**config.mk**
```make
export PLATFORM = sky130hd
export DESIGN_NAME = rocket_slot_scheduler
export DESIGN_NICKNAME = d
export VERILOG_FILES = /design/src/rtl/rocket_slot_scheduler.sv
export SDC_FILE = /design/constraint.sdc
export NUM_CORES = 1
export LEC_CHECK = 0
export ABC_CLOCK_PERIOD_IN_PS = 2950
export CAP_MARGIN = 20
export CELL_PAD_IN_SITES_DETAIL_PLACEMENT = 2
export CELL_PAD_IN_SITES_GLOBAL_PLACEMENT = 2
export CORE_MARGIN = 4
export CORE_UTILIZATION = 28
export CTS_CLUSTER_DIAMETER = 50
export CTS_CLUSTER_SIZE = 24
export DETAILED_ROUTE_END_ITERATION = 7
export GPL_TIMING_DRIVEN = 0
export PLACE_DENSITY_LB_ADDON = 0.1
export SLEW_MARGIN = 10
export SYNTH_ARGS = -nofsm -noshare
export SYNTH_HDL_FRONTEND = slang
export SYNTH_SLANG_ARGS = --single-unit
```
**constraint.sdc**
```tcl
create_clock -name clk -period 2.95 [get_ports clk]
set_input_delay 0.59 -clock clk [delete_from_list [all_inputs] [get_ports clk]]
set_output_delay 0.59 -clock clk [all_outputs]
set_load 0.02 [all_outputs]
```
**src/rtl/rocket_slot_scheduler.sv**
```systemverilog
// Rocket slot pool shared between player and alien fire: fixed-priority grant of the
// lowest free slot, per-slot launch/fly lifecycle, and per-requester frame cooldowns.

module rocket_slot (
    input  logic               clk,
    input  logic               resetN,
    input  logic               clear,
    input  logic               grant,
    input  logic               release_in,
    input  logic               owner_in,
    input  logic signed [10:0] x_in,
    input  logic signed [10:0] y_in,
    input  logic signed [8:0]  speed_in,
    output logic               active,
    output logic               owner,
    output logic signed [10:0] init_x,
    output logic signed [10:0] init_y,
    output logic signed [8:0]  init_speed
);
    typedef enum logic [1:0] {FREE, LAUNCH0, LAUNCH1, FLYING} slot_state_t;

    slot_state_t state, next_state;

    always_ff @(posedge clk or negedge resetN) begin
        if (!resetN) state <= FREE;
        else         state <= next_state;
    end

    // Release is only honoured in FLYING: the controller's position is stale while launching.
    always_comb begin
        next_state = state;
        case (state)
            FREE:    if (grant) next_state = LAUNCH0;
            LAUNCH0: next_state = LAUNCH1;
            LAUNCH1: next_state = FLYING;
            FLYING:  if (release_in) next_state = FREE;
            default: next_state = FREE;
        endcase
        if (clear) next_state = FREE;
    end

    always_ff @(posedge clk or negedge resetN) begin
        if (!resetN) begin
            owner      <= 1'b0;
            init_x     <= '0;
            init_y     <= '0;
            init_speed <= '0;
        end else if (grant && !clear) begin
            owner      <= owner_in;
            init_x     <= x_in;
            init_y     <= y_in;
            init_speed <= speed_in;
        end
    end

    assign active = (state != FREE);
endmodule

module rocket_slot_scheduler #(
    parameter int              NUM_SLOTS       = 4,
    parameter int              MAX_ALIEN       = 2,
    parameter int              PLAYER_COOLDOWN = 8,
    parameter int              ALIEN_COOLDOWN  = 20,
    parameter logic signed [8:0] PLAYER_SPEED  = -9'sd256,
    parameter logic signed [8:0] ALIEN_SPEED   = 9'sd128
) (
    input  logic                              clk,
    input  logic                              resetN,
    input  logic                              startOfFrame,
    input  logic                              gameClear,
    input  logic                              playerReq,
    input  logic signed [10:0]                playerX,
    input  logic signed [10:0]                playerY,
    output logic                              playerAck,
    input  logic                              alienReq,
    input  logic signed [10:0]                alienX,
    input  logic signed [10:0]                alienY,
    output logic                              alienAck,
    input  logic [NUM_SLOTS-1:0]              reachedBorder,
    input  logic [NUM_SLOTS-1:0]              hit,
    output logic [NUM_SLOTS-1:0]              isActive,
    output logic [11*NUM_SLOTS-1:0]           slotInitX,
    output logic [11*NUM_SLOTS-1:0]           slotInitY,
    output logic [9*NUM_SLOTS-1:0]            slotSpeed,
    output logic [NUM_SLOTS-1:0]              slotOwner,
    output logic [$clog2(NUM_SLOTS+1)-1:0]    activeCount
);
    localparam int CW  = $clog2(NUM_SLOTS+1);
    localparam int CDW = $clog2(((PLAYER_COOLDOWN > ALIEN_COOLDOWN) ? PLAYER_COOLDOWN : ALIEN_COOLDOWN) + 1);

    logic [NUM_SLOTS-1:0]              free, first_free, slot_grant;
    logic [NUM_SLOTS-1:0][10:0]        init_x, init_y;
    logic [NUM_SLOTS-1:0][8:0]         init_speed;
    logic [CW-1:0]                     alien_cnt;
    logic [CDW-1:0]                    player_cool, alien_cool;
    logic                              player_ok, alien_ok, grant_player, grant_alien;
    logic signed [10:0]                launch_x, launch_y;
    logic signed [8:0]                 launch_speed;

    // A slot released this cycle is still FLYING here, so it cannot be re-granted on the same edge.
    assign free       = ~isActive;
    assign first_free = free & (~free + NUM_SLOTS'(1));

    always_comb begin
        alien_cnt   = '0;
        activeCount = '0;
        for (int i = 0; i < NUM_SLOTS; i++) begin
            alien_cnt   = alien_cnt + CW'(isActive[i] & slotOwner[i]);
            activeCount = activeCount + CW'(isActive[i]);
        end
    end

    always_comb begin
        player_ok    = playerReq && (player_cool == '0) && (|free) && !gameClear;
        alien_ok     = alienReq && (alien_cool == '0) && (|free) && !gameClear
                       && (alien_cnt < CW'(MAX_ALIEN));
        grant_player = player_ok;
        grant_alien  = alien_ok && !player_ok;
        slot_grant   = (grant_player || grant_alien) ? first_free : '0;
        launch_x     = grant_alien ? alienX      : playerX;
        launch_y     = grant_alien ? alienY      : playerY;
        launch_speed = grant_alien ? ALIEN_SPEED : PLAYER_SPEED;
    end

    always_ff @(posedge clk or negedge resetN) begin
        if (!resetN) begin
            playerAck <= 1'b0;
            alienAck  <= 1'b0;
        end else begin
            playerAck <= grant_player;
            alienAck  <= grant_alien;
        end
    end

    // A grant reloads the full cooldown even when it coincides with startOfFrame.
    always_ff @(posedge clk or negedge resetN) begin
        if (!resetN) begin
            player_cool <= '0;
            alien_cool  <= '0;
        end else if (gameClear) begin
            player_cool <= '0;
            alien_cool  <= '0;
        end else begin
            if (grant_player)                          player_cool <= CDW'(PLAYER_COOLDOWN);
            else if (startOfFrame && player_cool != '0) player_cool <= player_cool - 1'b1;
            if (grant_alien)                           alien_cool  <= CDW'(ALIEN_COOLDOWN);
            else if (startOfFrame && alien_cool != '0)  alien_cool  <= alien_cool - 1'b1;
        end
    end

    for (genvar i = 0; i < NUM_SLOTS; i++) begin : g_slot
        rocket_slot u_slot (
            .clk        (clk),
            .resetN     (resetN),
            .clear      (gameClear),
            .grant      (slot_grant[i]),
            .release_in (reachedBorder[i] | hit[i]),
            .owner_in   (grant_alien),
            .x_in       (launch_x),
            .y_in       (launch_y),
            .speed_in   (launch_speed),
            .active     (isActive[i]),
            .owner      (slotOwner[i]),
            .init_x     (init_x[i]),
            .init_y     (init_y[i]),
            .init_speed (init_speed[i])
        );
    end

    assign slotInitX = init_x;
    assign slotInitY = init_y;
    assign slotSpeed = init_speed;
endmodule

```
==> results.md <==
Status:
- The flow ran to the end, and the final reports show no timing, DRC or antenna violations.

Place:
- The port buffer count is 165.
- The congestion estimate from routability-driven global placement came to 0.7697.
- The post-detailed-placement half-perimeter wirelength is 15590 µm.
- At the placement stage, the worst setup path has a slack of -247.9 ps.

Synth:
- For this run, asynchronously set or reset flops after synthesis account for 100.0%.
- The main flop type after synthesis is dfrtp_1.
- The number of flops mapped to enable cells by yosys is 0.
- The post-synth design cell area is 0.005554 mm².
- The count of cell types in the netlist is 49.
- Summing the sequential cell areas from Yosys gives 52.26% of the chip area.
- The gate count after technology mapping is 477.
- The Yosys step of the flow raised 0 warnings.
- The synthesis-stage register bit count is 116.
- The synthesized area per cell is 11.64 µm².

Final layout:
- The area growth from synthesis to layout is 50.03%.
- The share of the core filled with cells in the final layout is 42.82%.
- At the end of the flow, the number of nets in the layout was 781.
- The total area of sequential cells is 0.002903 mm².
- The fraction of final layout cells with drive strength greater than 1 is 17.28%.
- Fill cells in the final layout number 1995.
- Summing all multi-input logic gate instances after layout gives 0.002276 mm².
- The number of antenna diodes in the final layout is 0.

Setup path:
- Grouping stages by cell kind, the critical path spends the most delay in adder cells.
- The number of buffer and inverter instances along the worst setup path is 3.
- The endpoint of the most critical register-to-register path is g_slot[2].u_slot.init_y[3].
- The endpoint kind of the worst setup timing path is an output port.
- The worst register-to-register path begins at g_slot[1].u_slot.state[1].
- The maximum fanout along the worst path is 5.
- The delay contributed by the slowest stage of the critical path is 460 ps.
- The cell at the slowest stage of the critical path is fa_1.
- The worst setup slack for register-to-register paths is 200 ps.
- The worst register-to-register path has a depth of 11.
- The category of the worst setup path launch point is a flop.
- By startpoint and endpoint, the worst setup path is classified as flop to output port.
- The endpoint required time on the critical path is 2360 ps.
- The signal on the critical path passes through inv_2, ha_4, inv_2, fa_1, ha_1, ha_1, buf_4.
- The data arrival time of the critical path is 2270 ps.

Die:
- The die is 148.8 µm wide.
- The floorplan step set the die height to 148.8 µm.
- The cell row count is 51.
- 195 I/O pins were placed.
- The initial standard-cell utilization of the core is 28.54%.
- The core region is 0.01946 mm².
- The die covers 0.02215 mm².

Power and ir drop:
- In this run the power density over the cells is 1166 mW/mm².
- The part of the power in combinational logic is 52.8%.
- The standby leakage power is 0.003575 µW.
- The peak supply drop is 474.5 µV.
- Of the total power, the clock network draws 19.3%.
- The net switching power figure is 3900 µW.
- Net switching is 40.16% of the power.
- The internal cell power is 5812 µW.
- Per report_power, the sequential group accounts for 27.9% of the total.

Clock tree:
- TritonCTS created 17 clock buffers.
- TritonCTS built the clock tree.
- The hold buffer count at CTS is 0.
- Clock-pin slew was measured on the worst setup and hold paths at 50 ps.
- Clock tree synthesis found a total of 116 sinks.
- The maximum clock insertion buffer count is 2.
- Clock latency on the worst-skew pair, taken at its later pin, is 410 ps.
- The level count of the clock H-tree is 4.
- The root buffer cell is clkbuf_16.

GRT:
- The all-layer global routing usage is 19.23%.
- The wire length of the first global-routing pass is 32580 µm.
- The via count of the first global-routing pass came to 5535.
- The global route total overflow is 0.
- The initial antenna violation count is 0.
- The largest net degree at the start of global routing is 65.

Timing:
- The actual transition at the worst max-transition pin is 832.3 ps.
- The number of failing hold endpoints at the final stage is 0.
- Headroom to the max-slew limit came out at 44.39%.
- The final setup violation count is 0.
- The portion of the clock cycle consumed by the worst path in the final layout is 96.79%.
- The final worst setup slack is 94.55 ps.
- The clock period minus final worst setup slack is 2855 ps.
- For this run, the top clock speed supported by timing is 350.2 MHz.
- The count of final max-slew check failures is 0.
- The clock skew after layout is 8.935 ps.

Routing:
- For this block, the via count after detailed routing is 4809.
- The post-detailed-route DRC marker count is 0.
- The number of optimization iterations in the first detailed-route pass is 4.
- The DRC marker count from the first detailed-route iteration is 125.
- The remaining antenna violation count after routing is 0.
- Dividing the detail-routed wire length by the instance count gives 21.88 µm.
- Dividing the detail-routed via count by the number of cells gives 4.922.
- The final layout contains routed wiring with a total length of 21380 µm.

Min path:
- The class of the worst hold path is input port to async pin.

Job:
- The max-capacitance violation count is 0.
==> synthesized netlist by cell type (all sizes together) (3+ instances only) <==
| cell | number | share of area (%) |
|---|---|---|
| a21oi | 17 | 1.6 |
| a2bb2oi | 40 | 6.3 |
| a31oi | 3 | 0.34 |
| buf | 52 | 6.8 |
| clkbuf | 18 | 1.2 |
| dfrtp | 116 | 52 |
| ha | 18 | 4.1 |
| inv | 21 | 1.4 |
| nand2 | 9 | 0.61 |
| nand2b | 4 | 0.45 |
| nand3 | 4 | 0.59 |
| nor2 | 21 | 1.8 |
| nor2b | 3 | 0.34 |
| nor3 | 15 | 1.6 |
| nor3b | 4 | 0.54 |
| o21ai | 10 | 0.97 |
| o22a | 72 | 11 |
| o22ai | 20 | 2.3 |
| xnor2 | 4 | 0.63 |
==> layout make-up <==
type | instances | share of cell area [%]
Timing Repair Buffer | 180 | 21.32
Tap cell | 265 | 3.979
Multi-Input combinational cell | 297 | 27.31
Clock buffer | 21 | 5.526
Sequential cell | 116 | 34.83
Clock inverter | 7 | 0.7207
Buffer | 70 | 5.360
Inverter | 21 | 0.9459
==> flip-flops by register name, indices dropped and copies added (netlist names) <==
signal	flops
playerAck	1
alien_cool	5
g_slot.u_slot.init_speed	8
g_slot.u_slot.init_x	44
player_cool	5
g_slot.u_slot.state	8
alienAck	1
g_slot.u_slot.init_y	44
==> cells in the final DEF, fill, tap and decap left out, types with 3 or more instances in the layout <==
cell               n
ha_4               3
o22a_1            72
conb_1            28
buf_4             61
clkbuf_1          17
dfrtp_1          116
xnor2_1            4
inv_2              8
clkinv_2           6
a2bb2oi_1         40
o21ai_0            9
clkbuf_16         17
nor3b_1            4
clkbuf_2           3
nand3_1            3
inv_1             13
buf_2              7
ha_1              15
nor2_1            17
nand2b_1           4
nand2_1            9
nor2b_1            3
o22ai_1           20
a31oi_1            3
clkdlybuf4s50_1  161
nor3_1            14
a21oi_1           16
==> power groups by stage <==
stage | logic (µW) | clock network [µW] | registers (µW)
final | 5130 | 1880 | 2710
after global routing | 5490 | 2000 | 2790
after CTS | 5060 | 1920 | 2710
after detailed placement | 4980 | 0 | 2710
after global placement | 4820 | 0 | 2690
after floorplan | 2130 | 0 | 3270
==> worst register-to-register path: cells and delay by family (launching register included) <==
family          cells  cell delay [ps]
fa+ha+maj           2              620
simple gates        3              460
buf+inv             3              500
compound gates      3              690
flops               1              380
==> layer usage <==
layer  vias to the layer above  GRT usage (%)  part of all wire (%)
li1                       2162              -                     -
met3                        18          7.384                   7.5
met4                         0          3.890                  0.92
met5                         -              0                     0
met2                       134          33.92                    51
met1                      2495          22.38                    41
==> timing repair <==
item / in CTS / in global routing
gates resized for setup: 22 / 7
cloned: 0 / 0
setup buffers: 3 / 11
pin swaps: 1 / 1
endpoints found under the hold margin: 0 / 0
setup endpoints to repair: 81 / 76
==> through the flow <==
step | power, µW | instance area, µm² | hold slack [ps] | TNS, ps | std cells
floorplan | 5399 | 5655 | 294.4 | 0 | 504
global placement | 7511 | 7639 | 473.6 | -400890 | 934
detailed placement | 7693 | 7667 | 477.7 | -6670 | 935
CTS | 9694 | 8238 | 152.8 | 0 | 966
global route | 10290 | 8333 | 161.5 | -1.860 | 977
finish | 9712 | 8333 | 141.5 | 0 | 977
==> worst max path at each step <==
stage | from | to | slack [ps] | depth (start not counted)
after global placement | resetN | g_slot[1].u_slot.init_y[3] | -3450 | 1
after global routing | g_slot[1].u_slot.state[0] | activeCount[1] | -2 | 7
after detailed placement | g_slot[1].u_slot.state[0] | activeCount[1] | -250 | 7
final | g_slot[1].u_slot.state[1] | activeCount[1] | 90 | 7
after CTS | g_slot[1].u_slot.state[0] | activeCount[1] | 10 | 7
after floorplan | g_slot[1].u_slot.state[0] | g_slot[2].u_slot.init_x[10] | 500 | 10
==> cells by family (layout without fill, tap and decap cells) <==
group | count (synthesis) | after routing | share of synthesized area [%]
AND/OR/NAND/NOR | 67 | 67 | 7.231
XOR/XNOR | 5 | 5 | 0.7884
adder cells (fa/ha/maj) | 20 | 20 | 4.776
other | 1 | 28 | 0.06752
flip-flops | 116 | 116 | 52.26
buffers and inverters | 91 | 299 | 9.394
AO/OA/AOI/OAI | 175 | 175 | 25.12
multiplexers | 2 | 2 | 0.3605
Note: power is estimated with default switching activity, not from simulation.
